## config.mk

```make
export PLATFORM = sky130hd
export DESIGN_NAME = aes_decrypt_key_expand
export DESIGN_NICKNAME = d
export VERILOG_FILES = /design/src/rtl/aes_decrypt_key_expand.sv
export SDC_FILE = /design/constraint.sdc
export NUM_CORES = 2
export LEC_CHECK = 0
export ABC_AREA = 1
export CORE_ASPECT_RATIO = 1.25
export CORE_MARGIN = 1.5
export CORE_UTILIZATION = 36
export CTS_CLUSTER_SIZE = 10
export DETAILED_ROUTE_END_ITERATION = 6
export PLACE_DENSITY = 0.62
export REMOVE_ABC_BUFFERS = 1
export SLEW_MARGIN = 20
export SYNTH_ARGS = -nofsm -noshare
export SYNTH_HDL_FRONTEND = slang
export SYNTH_SLANG_ARGS = --single-unit
```

## constraint.sdc

```tcl
create_clock -name clk -period 3.44 [get_ports clk]
set_clock_uncertainty 0.05 [all_clocks]
set_input_delay 0.688 -clock clk [delete_from_list [all_inputs] [get_ports clk]]
set_output_delay 0.688 -clock clk [all_outputs]
set_load 0.05 [all_outputs]
```

## src/rtl/aes_decrypt_key_expand.sv

```systemverilog
// AES-128 decryption round-key generator: runs the forward schedule to K10 on a key load,
// then emits K10 down to K0 one key per key_next using the inverse key schedule.
module aes_decrypt_key_expand #(
  parameter int NR = 10
) (
  input  logic         clk,
  input  logic         reset_n,
  input  logic [127:0] cipher_key,
  input  logic         key_load,
  input  logic         key_next,
  input  logic         key_rewind,
  output logic [127:0] round_key_out,
  output logic [3:0]   round_idx,
  output logic         key_valid,
  output logic         busy,
  output logic         last_key
);

  typedef enum logic [1:0] {IDLE, EXPAND, READY} state_e;

  localparam logic [3:0] LAST_RND = 4'(NR);

  localparam logic [2047:0] SBOX_TBL = {
    128'h637c777bf26b6fc53001672bfed7ab76,
    128'hca82c97dfa5947f0add4a2af9ca472c0,
    128'hb7fd9326363ff7cc34a5e5f171d83115,
    128'h04c723c31896059a071280e2eb27b275,
    128'h09832c1a1b6e5aa0523bd6b329e32f84,
    128'h53d100ed20fcb15b6acbbe394a4c58cf,
    128'hd0efaafb434d338545f9027f503c9fa8,
    128'h51a3408f929d38f5bcb6da2110fff3d2,
    128'hcd0c13ec5f974417c4a77e3d645d1973,
    128'h60814fdc222a908846eeb814de5e0bdb,
    128'he0323a0a4906245cc2d3ac629195e479,
    128'he7c8376d8dd54ea96c56f4ea657aae08,
    128'hba78252e1ca6b4c6e8dd741f4bbd8b8a,
    128'h703eb5664803f60e613557b986c11d9e,
    128'he1f8981169d98e949b1e87e9ce5528df,
    128'h8ca1890dbfe6426841992d0fb054bb16
  };

  function automatic logic [7:0] sbox(input logic [7:0] b);
    // Entry 0 sits in the top byte of the table, so byte b lives at offset (255-b)*8.
    return SBOX_TBL[{~b, 3'b000} +: 8];
  endfunction

  function automatic logic [31:0] sub_word(input logic [31:0] w);
    return {sbox(w[31:24]), sbox(w[23:16]), sbox(w[15:8]), sbox(w[7:0])};
  endfunction

  function automatic logic [31:0] rot_word(input logic [31:0] w);
    return {w[23:0], w[31:24]};
  endfunction

  function automatic logic [31:0] rcon(input logic [3:0] i);
    logic [7:0] rc;
    case (i)
      4'd1:    rc = 8'h01;
      4'd2:    rc = 8'h02;
      4'd3:    rc = 8'h04;
      4'd4:    rc = 8'h08;
      4'd5:    rc = 8'h10;
      4'd6:    rc = 8'h20;
      4'd7:    rc = 8'h40;
      4'd8:    rc = 8'h80;
      4'd9:    rc = 8'h1b;
      4'd10:   rc = 8'h36;
      default: rc = 8'h00;
    endcase
    return {rc, 24'h0};
  endfunction

  state_e       state_q;
  logic [127:0] key_q;
  logic [127:0] k10_q;
  logic [3:0]   cnt_q;
  logic [3:0]   idx_q;
  logic         valid_q;
  logic         busy_q;
  logic         last_q;

  logic         expanding;
  logic [3:0]   cnt_nxt;
  logic [3:0]   rc_idx;
  logic [31:0]  w0, w1, w2, w3;
  logic [31:0]  w1p, w2p, w3p;
  logic [31:0]  sub_in, t;
  logic [31:0]  f0, f1, f2, f3;
  logic [127:0] key_fwd, key_inv;

  assign expanding = (state_q == EXPAND);
  assign cnt_nxt   = cnt_q + 4'd1;

  assign w0 = key_q[127:96];
  assign w1 = key_q[95:64];
  assign w2 = key_q[63:32];
  assign w3 = key_q[31:0];

  assign w3p = w3 ^ w2;
  assign w2p = w2 ^ w1;
  assign w1p = w1 ^ w0;

  // One S-box word serves both directions: forward needs w3, inverse needs the recovered w3p.
  assign sub_in = expanding ? w3 : w3p;
  assign rc_idx = expanding ? cnt_nxt : idx_q;
  assign t      = sub_word(rot_word(sub_in)) ^ rcon(rc_idx);

  assign f0 = w0 ^ t;
  assign f1 = w1 ^ f0;
  assign f2 = w2 ^ f1;
  assign f3 = w3 ^ f2;

  assign key_fwd = {f0, f1, f2, f3};
  assign key_inv = {w0 ^ t, w1p, w2p, w3p};

  always_ff @(posedge clk or negedge reset_n) begin
    if (!reset_n) begin
      state_q <= IDLE;
      key_q   <= '0;
      k10_q   <= '0;
      cnt_q   <= '0;
      idx_q   <= '0;
      valid_q <= 1'b0;
      busy_q  <= 1'b0;
      last_q  <= 1'b0;
    end else if (key_load) begin
      state_q <= EXPAND;
      key_q   <= cipher_key;
      cnt_q   <= '0;
      idx_q   <= '0;
      valid_q <= 1'b0;
      busy_q  <= 1'b1;
      last_q  <= 1'b0;
    end else begin
      case (state_q)
        EXPAND: begin
          key_q <= key_fwd;
          cnt_q <= cnt_nxt;
          if (cnt_nxt == LAST_RND) begin
            k10_q   <= key_fwd;
            state_q <= READY;
            idx_q   <= LAST_RND;
            valid_q <= 1'b1;
            busy_q  <= 1'b0;
          end
        end
        READY: begin
          if (key_rewind) begin
            key_q  <= k10_q;
            idx_q  <= LAST_RND;
            last_q <= 1'b0;
          end else if (key_next && idx_q != 4'd0) begin
            key_q  <= key_inv;
            idx_q  <= idx_q - 4'd1;
            last_q <= (idx_q == 4'd1);
          end
        end
        default: ;
      endcase
    end
  end

  assign round_key_out = key_q;
  assign round_idx     = idx_q;
  assign key_valid     = valid_q;
  assign busy          = busy_q;
  assign last_key      = last_q;

endmodule

```

==> summary.txt <==
CP startpoint kind -> register
Global Route Usage Sum -> 0.375
core region area -> 76300 sq um
setup_tns -> 0 ns
H-tree lvl count -> 2
Netlist cell types -> 49
Placer Congestion -> 1.05
Warnings, synthesis -> 0
CP Class -> reg2reg
Slew Limit Fails -> 0
post-synthesis register bit count -> 267
met3 GRT Util -> 0.0496
DR vias/cell -> 5.89
Post-DP Area -> 37300 sq um
Syn Std Cell Area -> 27900 sq um
Layout Area Growth over Synthesis -> 51.8%
Post-synth top cells -> nand2_1, nand3_1, nor2_1
synth top area cells -> dfrtp_1, nand3_1, nand2_1
Worst-path clk slew -> 0.06 ns
violated checks -> DRC
CTS Sinks -> 267
Synth Instances -> 4632
Final Hold Slack -> 0.0886 ns
vias in the first global route -> 35.9k
via count -> 38.4k
GR Util met1 -> 0.472
drt initial violations -> 4267
root buf cell -> clkbuf_16
final instance area -> 42300 sq um
CP Max Fanout -> 10
filler cell count -> 7544
CTS tree -> built
Die Y -> 314 um
Avg Inst Size Synth -> 6.02 sq um
CP Data Required Time -> 3.85 ns
sequential area share after synthesis -> 0.240
maximum number of pins on one net before global-route repair -> 84
drt pass-1 iters -> 7
DRC -> 2
Yosys top cell area share -> 0.240
Period Utilization, post-route -> 0.998
Post-synth EDFFs -> 0
actual slew at the worst max-slew pin -> 0.826 ns
Relative slew margins -> 0.449
FMAX -> 291 MHz
hpwl dp -> 114000 um
die width -> 252 um
CTS Buf Count -> 36
layout cell share with drive strength beyond 1 -> 0.275
Max-cap violations -> 0
area leader, netlist -> dfrtp_1
IO buf count -> 267
initial core utilization -> 0.365
worst-path cell chain -> nor2_4, buf_12, clkbuf_16, buf_8, nand2_4, a21boi_4, buf_12, buf_12, buf_12, a21oi_4, nand3b_1, nand3_2, nand2_1, nand2_2, nand3_4, nand2_4, buf_6, nand2_1, nand3_2, nand2_1, nand2_1, nand2_1, nand2_1, nand2_1
CP max stage cell -> dfrtp_1
final setup fails -> 0
initial antenna violation count -> 4
most numerous cell in the Yosys netlist -> nand2_1
NumNets Final -> 5708
Hold Path Class -> in2async
Die ar. -> 79100 sq um
Post-synth top flop -> dfrtp_1
crit path time final -> 3.43 ns
crit end category -> register
GR Overflow Total -> 0
total wire length -> 158000 um
WP data arrival -> 3.84 ns
global-route wire length before repair -> 226000 um
met2 Usage GRT -> 0.606
Hold Vio Cnt, Final -> 0
FP Rows -> 113
fin util -> 0.554
most used cell along the critical path -> nand2_1
clock tree buffer depth -> 3
post-detailed-route count of antenna-violating nets -> 0
unrepaired setup endpoints after global routing -> true
global route hottest layer -> met2
max incr delay on CP -> 0.43 ns
Skew-Pair Late Insertion Delay -> 0.59 ns
num ports -> 268
share of flip-flops with an asynchronous set or reset -> 1.00
outcome -> complete, but fails checks
Hold Buf Count CTS -> 0
WL/cell -> 24.3 um
[area by class of cell]
type                    count  area (sq um)  share of cell area
multi-input cells        3814         21500               0.509
clock inverters             9           154             0.00364
well taps                 977          1220              0.0289
flip-flops and latches    267          6680               0.158
clock buffers              49          1010              0.0239
repair buffers           1141         10700               0.253
inverters                 257           988              0.0234
diodes                      2          5.00            0.000118
[routing by layer]
layer / up-vias / share of wire
li1: 17500 / -
met2: 2095 / 0.46
met4: 4 / 0.072
met3: 540 / 0.079
met1: 18200 / 0.39
met5: - / 0.00018
[through the flow]
| step | std cells | setup slack (ns) |
|---|---|---|
| 6_report | 6516 | 0.00802 |
| 5_1_grt | 6515 | -0.111 |
| 4_1_cts | 6435 | -0.0260 |
| 3_5_place_dp | 6368 | -0.168 |
| 3_3_place_gp | 6368 | -0.164 |
| 2_1_floorplan | 4336 | -8.09 |
[repair_timing]
item | 4_1_cts | 5_1_grt
setup endpoints to repair | 91 | 228
cloned | 2 | 16
gates resized for setup | 61 | 657
buffers inserted | 7 | 67
pin swaps | 2 | 149
[worst paths after layout]
path                             from                 end  cells past startpoint  slack [ns]
max in group asynchronous     reset_n  round_key_out[124]                      2        2.48
min reg2reg                 k10_q[13]           k10_q[13]                      2        0.43
min                           reset_n          k10_q[109]                      1        0.09
min in group clk            k10_q[13]           k10_q[13]                      2        0.43
max                        state_q[1]   round_key_out[15]                     24       0.008
max reg2reg                state_q[1]   round_key_out[15]                     24       0.008
[sequential cells by signal, summed over array words and instances (netlist names)]
signal and cells:
cnt_q 4, state_q 2, last_key 1, round_key_out 128
round_idx 4, k10_q 128
[logic make-up (layout without fill, tap and decap cells)]
family                   Yosys count  after routing  share of synthesized area
flip-flops                       267            267                      0.240
adder cells (fa/ha/maj)           58             58                     0.0260
AO/OA/AOI/OAI                    666            667                      0.150
buffers and inverters            553           1456                     0.0840
multiplexers                       1              1                   0.000359
XOR/XNOR                         129            129                     0.0405
AND/OR/NAND/NOR                 2958           2959                      0.459
other                              0              2                          0
[critical path, delay by kind of cell (launching register included)]
family	cells	cell delay, ns
compound gates	2	0.35
buf+inv	7	1.04
flops	1	0.43
simple gates	15	1.44
[cells in the final DEF (no fill, tap or decap), drive strengths merged, types with 36 or more instances in the layout]
| master | n |
|---|---|
| a22oi | 36 |
| dfrtp | 267 |
| xnor2 | 48 |
| a21oi | 134 |
| nand2 | 1406 |
| a221oi | 47 |
| clkbuf | 62 |
| ha | 58 |
| nand3b | 38 |
| o211ai | 122 |
| nand3 | 1109 |
| o21ai | 232 |
| nor2 | 384 |
| a31oi | 67 |
| inv | 255 |
| buf | 863 |
| clkdlybuf4s50 | 265 |
| xor2 | 81 |
Power is not shown: default switching activity piles up to over one toggle a cycle in this logic, so the estimate is an artifact.
